===== src/rtl/cs_pkg.sv =====
// Shared definitions for the capture sequencer: FSM states, datapath widths,
// the debug view of internal state and the offset-binary display conversion.
package cs_pkg;

  localparam int SAMPLE_W   = 16;
  localparam int RAM_ADDR_W = 9;
  localparam int DISP_W     = 8;
  localparam int COUNT_W    = 8;
  localparam int TIMEOUT_W  = 13;

  localparam logic [DISP_W-1:0] OFFSET_BIN = 8'h80;

  typedef enum logic [2:0] {
    ARM       = 3'd0,
    TRIG_WAIT = 3'd1,
    CAPTURE   = 3'd2,
    WAIT_IDLE = 3'd3,
    SWAP      = 3'd4
  } cs_state_t;

  typedef struct packed {
    cs_state_t            state;
    logic [COUNT_W-1:0]   sample_count;
    logic [TIMEOUT_W-1:0] timeout_count;
    logic                 forced_pending;
    logic                 neg_seen;
    logic                 pos_cross;
  } cs_debug_t;

  // Flipping the sign bit turns two's complement into offset binary.
  function automatic logic [DISP_W-1:0] to_display(input logic [DISP_W-1:0] msb);
    return msb ^ OFFSET_BIN;
  endfunction

endpackage


===== src/rtl/capture_sequencer_if.sv =====
// Sample stream in, frame-buffer write port and display status out.
interface capture_sequencer_if;
  import cs_pkg::*;

  // new_sample is a one-cycle valid strobe qualifying sample in the same cycle;
  // there is no ready, so the sequencer either consumes or drops each strobe.
  // write_enable is a one-cycle valid strobe qualifying write_address and
  // write_sample; the RAM must accept it unconditionally.
  logic                  new_sample;
  logic [SAMPLE_W-1:0]   sample;
  logic                  vsync;
  logic                  auto_en;
  logic [RAM_ADDR_W-1:0] write_address;
  logic                  write_enable;
  logic [DISP_W-1:0]     write_sample;
  logic                  read_index;
  logic                  forced;

  modport master (
    output new_sample, sample, vsync, auto_en,
    input  write_address, write_enable, write_sample, read_index, forced
  );

  modport slave (
    input  new_sample, sample, vsync, auto_en,
    output write_address, write_enable, write_sample, read_index, forced
  );

endinterface


===== src/rtl/zero_cross_detect.sv =====
// Classifies sample strobes by sign and remembers whether a negative sample
// has been seen since the last clear, flagging the following positive crossing.
module zero_cross_detect (
  input  logic clk,
  input  logic reset_n,
  input  logic new_sample,
  input  logic sign,
  input  logic clear,
  output logic neg_sample,
  output logic pos_sample,
  output logic neg_seen,
  output logic pos_cross
);

  assign neg_sample = new_sample & sign;
  assign pos_sample = new_sample & ~sign;

  always_ff @(posedge clk or negedge reset_n) begin
    if (!reset_n) begin
      neg_seen  <= 1'b0;
      pos_cross <= 1'b0;
    end else if (clear) begin
      neg_seen  <= 1'b0;
      pos_cross <= 1'b0;
    end else begin
      if (neg_sample) begin
        neg_seen <= 1'b1;
      end
      pos_cross <= pos_sample & neg_seen;
    end
  end

endmodule


===== src/rtl/capture_sequencer.sv =====
// Oscilloscope-style frame capture: arm on a negative sample, trigger on the
// positive zero crossing (or a timeout), fill one RAM half, swap on vsync.
module capture_sequencer
  import cs_pkg::*;
#(
  parameter int NUM_SAMPLES  = 256,
  parameter int AUTO_TIMEOUT = 4096
) (
  input  logic                clk,
  input  logic                reset_n,
  capture_sequencer_if.slave  bus,
  output cs_debug_t           debug
);

  localparam logic [COUNT_W-1:0]   LAST_INDEX    = COUNT_W'(NUM_SAMPLES - 1);
  localparam logic [TIMEOUT_W-1:0] TIMEOUT_LIMIT = TIMEOUT_W'(AUTO_TIMEOUT);
  localparam logic [TIMEOUT_W-1:0] TIMEOUT_MAX   = {TIMEOUT_W{1'b1}};

  cs_state_t state;
  cs_state_t state_next;

  logic [COUNT_W-1:0]    sample_count;
  logic [TIMEOUT_W-1:0]  timeout_count;
  logic                  forced_pending;
  logic                  vsync_prev;
  logic                  vsync_rise;

  logic [RAM_ADDR_W-1:0] write_address_q;
  logic                  write_enable_q;
  logic [DISP_W-1:0]     write_sample_q;
  logic                  read_index_q;
  logic                  forced_q;

  logic neg_sample;
  logic pos_sample;
  logic neg_seen;
  logic pos_cross;

  logic                  timed_out;
  logic                  real_trigger;
  logic                  forced_trigger;
  logic                  capture_write;
  logic                  count_strobe;
  logic                  do_swap;
  logic                  write_fire;
  logic                  last_write;
  logic [COUNT_W-1:0]    write_index;

  // Only the upper byte reaches the display; the low byte is intentionally dropped.
  logic unused_sample_bits;
  assign unused_sample_bits = ^bus.sample[SAMPLE_W-DISP_W-1:0];

  zero_cross_detect u_zero_cross_detect (
    .clk        (clk),
    .reset_n    (reset_n),
    .new_sample (bus.new_sample),
    .sign       (bus.sample[SAMPLE_W-1]),
    .clear      (do_swap),
    .neg_sample (neg_sample),
    .pos_sample (pos_sample),
    .neg_seen   (neg_seen),
    .pos_cross  (pos_cross)
  );

  assign timed_out  = bus.auto_en && (timeout_count >= TIMEOUT_LIMIT);
  assign vsync_rise = bus.vsync & ~vsync_prev;

  always_ff @(posedge clk or negedge reset_n) begin
    if (!reset_n) begin
      state <= ARM;
    end else begin
      state <= state_next;
    end
  end

  // Strobe decode; every decision looks only at the current (pre-transition) state.
  always_comb begin
    real_trigger   = 1'b0;
    forced_trigger = 1'b0;
    capture_write  = 1'b0;
    count_strobe   = 1'b0;
    do_swap        = 1'b0;
    unique case (state)
      ARM: begin
        if (bus.new_sample) begin
          if (timed_out) forced_trigger = 1'b1;
          else           count_strobe   = 1'b1;
        end
      end
      TRIG_WAIT: begin
        if (pos_sample && neg_seen) begin
          real_trigger = 1'b1;
        end else if (bus.new_sample) begin
          if (timed_out) forced_trigger = 1'b1;
          else           count_strobe   = 1'b1;
        end
      end
      CAPTURE:   capture_write = bus.new_sample;
      WAIT_IDLE: ;
      SWAP:      do_swap = 1'b1;
      default:   ;
    endcase
    write_fire  = real_trigger | forced_trigger | capture_write;
    write_index = capture_write ? sample_count : '0;
    last_write  = write_fire && (write_index == LAST_INDEX);
  end

  always_comb begin
    state_next = state;
    unique case (state)
      ARM: begin
        if (forced_trigger)  state_next = last_write ? WAIT_IDLE : CAPTURE;
        else if (neg_sample) state_next = TRIG_WAIT;
      end
      TRIG_WAIT: begin
        if (real_trigger || forced_trigger) state_next = last_write ? WAIT_IDLE : CAPTURE;
      end
      CAPTURE: begin
        if (last_write) state_next = WAIT_IDLE;
      end
      WAIT_IDLE: begin
        if (vsync_rise) state_next = SWAP;
      end
      SWAP:    state_next = ARM;
      default: state_next = ARM;
    endcase
  end

  // vsync_prev resets high so a display already in blank at release is not an edge.
  always_ff @(posedge clk or negedge reset_n) begin
    if (!reset_n) begin
      vsync_prev      <= 1'b1;
      sample_count    <= '0;
      timeout_count   <= '0;
      forced_pending  <= 1'b0;
      write_address_q <= '0;
      write_enable_q  <= 1'b0;
      write_sample_q  <= '0;
      read_index_q    <= 1'b0;
      forced_q        <= 1'b0;
    end else begin
      vsync_prev     <= bus.vsync;
      write_enable_q <= write_fire;
      if (write_fire) begin
        write_address_q <= {~read_index_q, write_index};
        write_sample_q  <= to_display(bus.sample[SAMPLE_W-1 -: DISP_W]);
        sample_count    <= last_write ? '0 : write_index + COUNT_W'(1);
      end
      if (count_strobe && (timeout_count != TIMEOUT_MAX)) begin
        timeout_count <= timeout_count + TIMEOUT_W'(1);
      end
      if (forced_trigger) begin
        forced_pending <= 1'b1;
      end
      if (do_swap) begin
        read_index_q   <= ~read_index_q;
        forced_q       <= forced_pending;
        timeout_count  <= '0;
        forced_pending <= 1'b0;
      end
    end
  end

  assign bus.write_address = write_address_q;
  assign bus.write_enable  = write_enable_q;
  assign bus.write_sample  = write_sample_q;
  assign bus.read_index    = read_index_q;
  assign bus.forced        = forced_q;

  always_comb begin
    debug                = '0;
    debug.state          = state;
    debug.sample_count   = sample_count;
    debug.timeout_count  = timeout_count;
    debug.forced_pending = forced_pending;
    debug.neg_seen       = neg_seen;
    debug.pos_cross      = pos_cross;
  end

endmodule


===== src/flat_wrapper.sv =====
// flat-port wrapper written by rule: the top's interface ports become plain ports
module capture_sequencer_flat import cs_pkg::*;
#(
  parameter int NUM_SAMPLES  = 256,
  parameter int AUTO_TIMEOUT = 4096
)
  (clk, reset_n, debug, bus_new_sample, bus_sample, bus_vsync, bus_auto_en, bus_write_address, bus_write_enable, bus_write_sample, bus_read_index, bus_forced);
  capture_sequencer_if bus_i ();
  input  logic clk;
  input  logic reset_n;
  output cs_debug_t debug;
  input wire logic [$bits(bus_i.new_sample)-1:0] bus_new_sample;
  input wire logic [$bits(bus_i.sample)-1:0] bus_sample;
  input wire logic [$bits(bus_i.vsync)-1:0] bus_vsync;
  input wire logic [$bits(bus_i.auto_en)-1:0] bus_auto_en;
  output wire logic [$bits(bus_i.write_address)-1:0] bus_write_address;
  output wire logic [$bits(bus_i.write_enable)-1:0] bus_write_enable;
  output wire logic [$bits(bus_i.write_sample)-1:0] bus_write_sample;
  output wire logic [$bits(bus_i.read_index)-1:0] bus_read_index;
  output wire logic [$bits(bus_i.forced)-1:0] bus_forced;
  assign bus_i.new_sample = bus_new_sample;
  assign bus_i.sample = bus_sample;
  assign bus_i.vsync = bus_vsync;
  assign bus_i.auto_en = bus_auto_en;
  assign bus_write_address = bus_i.write_address;
  assign bus_write_enable = bus_i.write_enable;
  assign bus_write_sample = bus_i.write_sample;
  assign bus_read_index = bus_i.read_index;
  assign bus_forced = bus_i.forced;
  capture_sequencer #(.NUM_SAMPLES(NUM_SAMPLES), .AUTO_TIMEOUT(AUTO_TIMEOUT)) u_core (.clk(clk), .reset_n(reset_n), .bus(bus_i), .debug(debug));
endmodule

===== config.mk =====
export PLATFORM = sky130hd
export DESIGN_NAME = capture_sequencer_flat
export DESIGN_NICKNAME = d
export VERILOG_FILES = /design/src/rtl/cs_pkg.sv /design/src/rtl/capture_sequencer_if.sv /design/src/rtl/zero_cross_detect.sv /design/src/rtl/capture_sequencer.sv /design/src/flat_wrapper.sv
export SDC_FILE = /design/constraint.sdc
export NUM_CORES = 1
export LEC_CHECK = 0
export CORE_MARGIN = 2
export CORE_UTILIZATION = 40
export CTS_CLUSTER_DIAMETER = 50
export DETAILED_ROUTE_END_ITERATION = 6
export MAX_ROUTING_LAYER = met4
export PLACE_DENSITY = 0.72
export REMOVE_ABC_BUFFERS = 1
export SYNTH_ARGS = -nofsm -noshare
export SYNTH_HDL_FRONTEND = slang
export SYNTH_SLANG_ARGS = --single-unit
export TNS_END_PERCENT = 10

===== constraint.sdc =====
create_clock -name clk -period 2.3 [get_ports clk]
set_input_delay 0.46 -clock clk [delete_from_list [all_inputs] [get_ports clk]]
set_output_delay 0.46 -clock clk [all_outputs]
set_load 0.005 [all_outputs]

==> results.md, run 1 <==
- Clock Skew: 4.46 ps
- Critical path endpoint category: flip-flop
- Layout cell share with drive strength beyond 1: 0.177
- Vias in the first global route: 1,854
- Sequential share of the synthesized area: 0.510
- Placer Congestion: 0.785
- Synthesized instance count: 217
- Max Transition Viols Final: 0
- Compound-Gate Fraction of Synth Area: 0.135
- CTS Buffer Depth: 2
- Warnings, synthesis: 0
- Final Worst Setup Slack: 168 ps
- R2r setup slk: 320 ps
- Setup WS pre-CTS: -180 ps
- Dpl cells: 357
- Peak VDD IR: 0.564 mV
- Vias per cell: 5.30
- Synthesized area: 2360 sq um
- Standby leakage power: 1.40 nW
- Worst setup SP type: input pin
- CP Class: input pin to flip-flop
- Area post-placement: 3110 sq um
- PwrDens: 1040 nW/um^2
- GR Util All Layers: 0.185
- Syn_area_per_cell: 10.9 sq um
- EDFF count, synth: 0
- RSZ-0062 raised after global routing: false
- Final hold vios: 0
- Seq cells post-synth: 48
- Die area: 6530 sq um
- Antenna viol nets, final: 0
- Die extent in x: 80.8 um
- Switch Pwr: 1.08 mW
- Pint: 2.30 mW
- Synthesis-to-finish area growth: 37.2%
- Die boundary height: 80.8 um
- Tmin final: 2130 ps
- Hold Path Class: input pin to asynchronous set/reset pin
- Initial DRC Count: 149
- Design Area, Final: 3240 sq um
- Simple-gate portion of the synthesized area: 0.220
- Mux contribution to synthesized area: 0.0684
- Clock Latency Late Sink: 310 ps
- Largest net degree at the start of global routing: 49
- I/O Pins: 68
- Final std cells w/o fill: 365
- Async S/R FF share, synth: 1.00
- Gate power share: 0.418
- Clock share of power: 0.180
- Clk pin slew, worst setup/hold paths: 90 ps
- ANT cells: 0
- Fmax: 469 MHz
- HPWL after detailed placement: 3.85 mm
- Gr ovfl total: 0
- Adder-Cell Fraction of Synth Area: 0.0106
- CP Max Fanout: 3
- Least-Margin Pin Slew: 601 ps
- Max cap viols: 0
- Multi-input logic area: 1060 sq um
- Main combinational cell family by area after synthesis: simple AND/OR/NAND/NOR gates
- Slew HR: 0.600
- Vias: 1,933
- Antenna violations before repair: 0
- DR pass1 iterations: 4
- Clk sinks: 48
- CTS tree: done
- Flop pwr share: 0.403
- First-pass GRT wire length: 9.20 mm
- Row count: 27
- Post-synthesis xor/xnor area fraction: 0.00742
- Final setup violation count: 0
- Storage cell area: 1200 sq um
- Ys flop type: dfrtp_1
- Final period utilization: 0.927
- Status: completed
- Distinct cell type count after synthesis: 51
- FILL cells: 498
- DRC Markers: 0
- NumNets Final: 315
- TritonCTS buffer count: 5
- CTS root buf: clkbuf_8
- Port buffer count: 59
- Required time of the critical path: 2500 ps
- Initial Utilization: 0.421
- CP arrival: 2330 ps
- Sw Ratio: 0.319
- WL/cell: 14.9 um
- Drt total wl: 5.43 mm
- H-Tree Level Count: 2
- Core Area: 5610 sq um
==> cell families (layout without fill, tap and decap cells) <==
family | Yosys count | after routing
buffers and inverters | 20 | 96
DFF | 48 | 48
xor gates and xnor gates | 2 | 2
and+or+nand+nor | 87 | 87
AOI/OAI and AO/OA | 45 | 45
adders and majority gates | 2 | 2
muxes | 13 | 13
==> worst max-delay path, cell delays in order <==
cell and delay [ps]:
clkdlybuf4s50_1 510, and4bb_2 270, nand2_1 70, inv_1 90, ha_1 170, nand3_1 90
buf_4 160, o21a_1 220, a221oi_2 210, a21oi_1 60
==> stage by stage <==
stage          TNS, ps  hold slack [ps]  utilization  power [mW]
6_report             0              234        0.577        3.37
5_1_grt              0              287        0.577        3.62
4_1_cts              0              257        0.574        3.40
3_5_place_dp      -750              477        0.555        2.78
3_3_place_gp      -455              460        0.555        2.75
2_1_floorplan        0              164            -        1.93
==> final cells by class <==
type	instances	share of cell area
tap	72	0.0278
timing repair buffer	82	0.234
sequential	48	0.371
clock buffer	6	0.0224
inverter	6	0.00696
multi-input combinational	149	0.327
clock inverter	2	0.0108
==> power by group through the flow <==
stage / Clock [mW] / Sequential, mW / Combinational (mW)
after floorplan: 0 / 1.39 / 0.543
after global placement: 0 / 1.36 / 1.38
after detailed placement: 0 / 1.38 / 1.41
after CTS: 0.623 / 1.36 / 1.41
after global routing: 0.659 / 1.41 / 1.54
final: 0.606 / 1.36 / 1.41
==> synthesized netlist by cell type (2+ instances only) <==
| master | n | area [sq um] |
|---|---|---|
| ha_1 | 2 | 25.0 |
| nand3_1 | 14 | 70.1 |
| nand2b_1 | 4 | 25.0 |
| a21o_1 | 2 | 15.0 |
| nor2_1 | 6 | 22.5 |
| o211a_1 | 2 | 20.0 |
| dfrtp_1 | 47 | 1180 |
| nand4_1 | 4 | 25.0 |
| nor2b_1 | 2 | 12.5 |
| mux2_4 | 6 | 90.1 |
| buf_2 | 4 | 20.0 |
| buf_6 | 3 | 33.8 |
| buf_4 | 4 | 30.0 |
| a31oi_1 | 2 | 12.5 |
| nor4_1 | 6 | 37.5 |
| and4_1 | 4 | 35.0 |
| nand2_1 | 22 | 82.6 |
| or4_1 | 4 | 30.0 |
| clkbuf_1 | 3 | 11.3 |
| or3_1 | 3 | 18.8 |
| a22o_1 | 7 | 61.3 |
| o21a_1 | 3 | 22.5 |
| nor3_1 | 4 | 20.0 |
| mux2i_1 | 6 | 60.1 |
| inv_1 | 5 | 18.8 |
| a221oi_1 | 2 | 17.5 |
| o21ai_0 | 9 | 45.0 |
| xnor2_1 | 2 | 17.5 |
| a21oi_1 | 10 | 50.1 |
| o31ai_1 | 3 | 22.5 |
| and2_1 | 2 | 12.5 |
==> cell usage in the layout, fill, tap and decap left out, types with 6 or more instances in the layout <==
cell type / synthesis / routed
mux2i_1: 6 / 6
nor4_1: 6 / 6
nand2_1: 22 / 22
buf_4: 4 / 23
clkdlybuf4s50_1: 0 / 58
mux2_4: 6 / 6
o21ai_0: 9 / 9
nor2_1: 6 / 6
nand3_1: 14 / 14
a21oi_1: 10 / 10
dfrtp_1: 47 / 47
a22o_1: 7 / 7
==> worst paths after layout <==
path | cells past startpoint | to | from
max | 10 | u_core.sample_count[7] | bus_new_sample
min | 2 | u_core.bus.write_sample[5] | reset_n
max reg2reg | 6 | u_core.timeout_count[5] | u_core.timeout_count[0]
min reg2reg | 1 | u_core.bus.write_address[0] | u_core.bus.write_address[0]
max in group asynchronous | 2 | u_core.u_zero_cross_detect.pos_cross | reset_n
min in group clk | 1 | u_core.bus.write_address[0] | u_core.bus.write_address[0]
==> routing by layer <==
| metal | wire length, um | track usage |
|---|---|---|
| met1 | 2680 | 0.262 |
| met2 | 2500 | 0.267 |
| met3 | 159 | 0.0244 |
| met4 | 87 | 0.0797 |
| met5 | 0 | - |
==> flip-flops by register name, summed over array words and instances (netlist names) <==
register                              count
u_core.bus.forced                         1
u_core.bus.read_index                     1
u_core.bus.write_address                  9
u_core.bus.write_enable                   1
u_core.bus.write_sample                   8
u_core.forced_pending                     1
u_core.sample_count                       8
u_core.state                              3
u_core.timeout_count                     13
u_core.u_zero_cross_detect.neg_seen       1
u_core.u_zero_cross_detect.pos_cross      1
u_core.vsync_prev                         1
==> timing repair <==
action / 4_1_cts / 5_1_grt
hold buffers: 0 / 0
buffers inserted: 0 / 0
gates resized for setup: 0 / 3
endpoints found under the setup margin: 0 / 2
(Power assumes the default switching activity.)
==> run 2, diff against run 1 <==
CORE_ASPECT_RATIO = 0.8   (was unset)
==> results.md, run 2 (synthesized netlist as in run 1, its figures left out) <==
- RSZ-0062 raised after global routing: false
- Top delay family on crit path: simple AND/OR/NAND/NOR gates
- Util after Layout: 0.579 (+0.00188)
- Status: completed
- Vias in the first global route: 1,819 (-1.9%)
- Reg2reg end: u_core.state[0]
- Initial DRC Count: 91 (-39%)
- Slew HR: 0.603 (+0.00320)
- Buf+Inv Stages, Crit Path: 2 (-1)
- Sum Neg Setup Slack: 0 ps (unchanged)
- Register-to-Register Path Depth: 7 (+1)
- Port buffer count: 59 (unchanged)
- CP Class: input pin to flip-flop
- PwrDens: 1040 nW/um^2 (+0.11%)
- HPWL after detailed placement: 3.91 mm (+1.7%)
- TritonCTS buffer count: 5 (unchanged)
- Clk sinks: 48 (unchanged)
- Clk pin slew, worst setup/hold paths: 100 ps (about the same)
- Setup crit end: u_core.state[0]
- Most common cell after layout, fill and taps aside: clkdlybuf4s50_1
- FF-to-FF Start: u_core.state[0]
- CTS Hold Bufs: 0 (unchanged)
- Peak VDD IR: 0.490 mV (-13%)
- Final std cells w/o fill: 372 (+1.9%)
- Start point of the critical path: bus_new_sample
- Final period utilization: 0.968 (+0.0406)
- Worst-path cell chain: clkdlybuf4s50_1 -> and4bb_2 -> nand2_1 -> inv_1 -> ha_1 -> nand3_1 -> or3_1 -> a221oi_1
- Required time of the critical path: 2490 ps (about the same)
- Gate power share: 0.418 (about the same)
- Synthesis-to-finish area growth: 37.1% (about the same)
- FILL cells: 490 (-1.6%)
- ANT cells: 0 (unchanged)
- Worst stage delay on the critical path: 490 ps (-20 ps)
- Final Worst Setup Slack: 74.6 ps (-93.3 ps)
- Fin Hold WS: 236 ps (+1.94 ps)
- Antenna violations before repair: 0 (unchanged)
- CTS tree: done
- Least-Margin Pin Slew: 596 ps (-4.80 ps)
- Setup WS pre-CTS: -218 ps (-37.4 ps)
- DR pass1 iterations: 4 (unchanged)
- Row count: 24 (-11%)
- Vias: 1,963 (+1.6%)
- Cells resized by post-CTS repair: 0 (unchanged)
- Antenna viol nets, final: 0 (unchanged)
- DRC Markers: 0 (unchanged)
- Layout cell share with drive strength beyond 1: 0.170 (-0.00741)
- Reg with most FFs: u_core.timeout_count
- H-Tree Level Count: 2 (unchanged)
- Critical path endpoint category: flip-flop
- Dpl cells: 364 (+2.0%)
- Standby leakage power: 1.40 nW (about the same)
- Clock share of power: 0.177 (-0.003)
- Final setup violation count: 0 (unchanged)
- R2r setup slk: 280 ps (-40 ps)
- Clock Latency Late Sink: 300 ps (about the same)
- Worst setup SP type: input pin
- Setup Fix Bufs, Post-CTS: 0 (unchanged)
- GR Util All Layers: 0.180 (-0.00545)
- Tmin final: 2230 ps (+93.3 ps)
- Gr ovfl total: 0 (unchanged)
- CP Max Fanout: 4 (+1)
- WL/cell: 15.1 um (+1.2%)
- I/O Pins: 68 (unchanged)
- Die extent in x: 89.9 um (+11%)
- First-pass GRT wire length: 9.26 mm (+0.67%)
- Stages on the worst setup path: 8 (-2)
- Fmax: 449 MHz (-4.2%)
- NumNets Final: 316 (+0.32%)
- Most frequent cells in the layout: 58 x clkdlybuf4s50_1, 47 x dfrtp_1, 24 x buf_4
- Hold Path Class: input pin to asynchronous set/reset pin
- CTS Buffer Depth: 2 (unchanged)
- Initial Utilization: 0.422 (+0.00170)
- Drt total wl: 5.60 mm (+3.2%)
- Largest register FFs: 13 (unchanged)
- Clock Skew: 14.1 ps (+9.68 ps)
- Max cap viols: 0 (unchanged)
- Final hold vios: 0 (unchanged)
- Largest net degree at the start of global routing: 49 (unchanged)
- Slowest cell on the critical path: clkdlybuf4s50_1
- Pint: 2.30 mW (about the same)
- CP arrival: 2410 ps (+80 ps)
- Flop pwr share: 0.404 (about the same)
- Switch Pwr: 1.08 mW (+0.19%)
- Vias per cell: 5.28 (-0.36%)
- CTS root buf: clkbuf_8
- Placer Congestion: 0.818 (+4.2%)
- Die boundary height: 72.7 um (-10%)
- Max Transition Viols Final: 0 (unchanged)
- Die area: 6530 sq um (about the same)
- Core Area: 5590 sq um (-0.40%)
- Sw Ratio: 0.320 (+0.000491)
run 2: worst min-delay path by stage:
| stage | startpoint | to | slack [ps] | cells past startpoint |
|---|---|---|---|---|
| after global routing | reset_n | u_core.bus.write_sample[1] | 290 | 2 |
| after CTS | reset_n | u_core.bus.write_sample[1] | 270 | 2 |
| final | reset_n | u_core.bus.write_sample[1] | 240 | 2 |
| after detailed placement | u_core.bus.write_address[0] | u_core.bus.write_address[0] | 470 | 1 |
| after floorplan | reset_n | u_core.bus.forced | 160 | 0 |
| after global placement | u_core.bus.forced | u_core.bus.forced | 460 | 2 |
run 2: through the flow:
step / total power [mW] / instance area (sq um)
floorplan: 1.93 / 2260
global placement: 2.75 / 3130
detailed placement: 2.79 / 3130
CTS: 3.40 / 3240
global route: 3.60 / 3240
finish: 3.38 / 3240
run 2: cell type report:
class                   count  area (sq um)  share of cell area
multi-input cells         149          1040               0.321
inverters                   6          22.5             0.00696
clock inverters             2          35.0              0.0108
flip-flops and latches     48          1200               0.372
repair buffers             83           766               0.237
well taps                  78          97.6              0.0302
clock buffers               6          72.6              0.0224
run 2: worst reg2reg max path, cell delays in order, from the launching register on:
cell,delay (ps)
dfrtp_1,390
and4bb_2,340
nand2_1,80
inv_1,90
ha_1,170
nand3_1,120
or3_1,420
a221oi_1,300
run 2: power groups by stage:
stage	sequential (mW)	clock, mW	combinational [mW]
CTS	1.37	0.609	1.42
global placement	1.37	0	1.38
floorplan	1.39	0	0.543
finish	1.36	0.599	1.41
detailed placement	1.38	0	1.41
global route	1.41	0.654	1.53
run 2: per-layer routing:
metal / global-route usage / vias to the layer above / share of wire / wire length, um
met1: 0.263 / 953 / 0.50 / 2830
met4: 0.0359 / 0 / 0.0073 / 41
met2: 0.266 / 51 / 0.45 / 2520
met5: - / - / 0 / 0
met3: 0.0320 / 4 / 0.037 / 207
li1: - / 955 / - / -
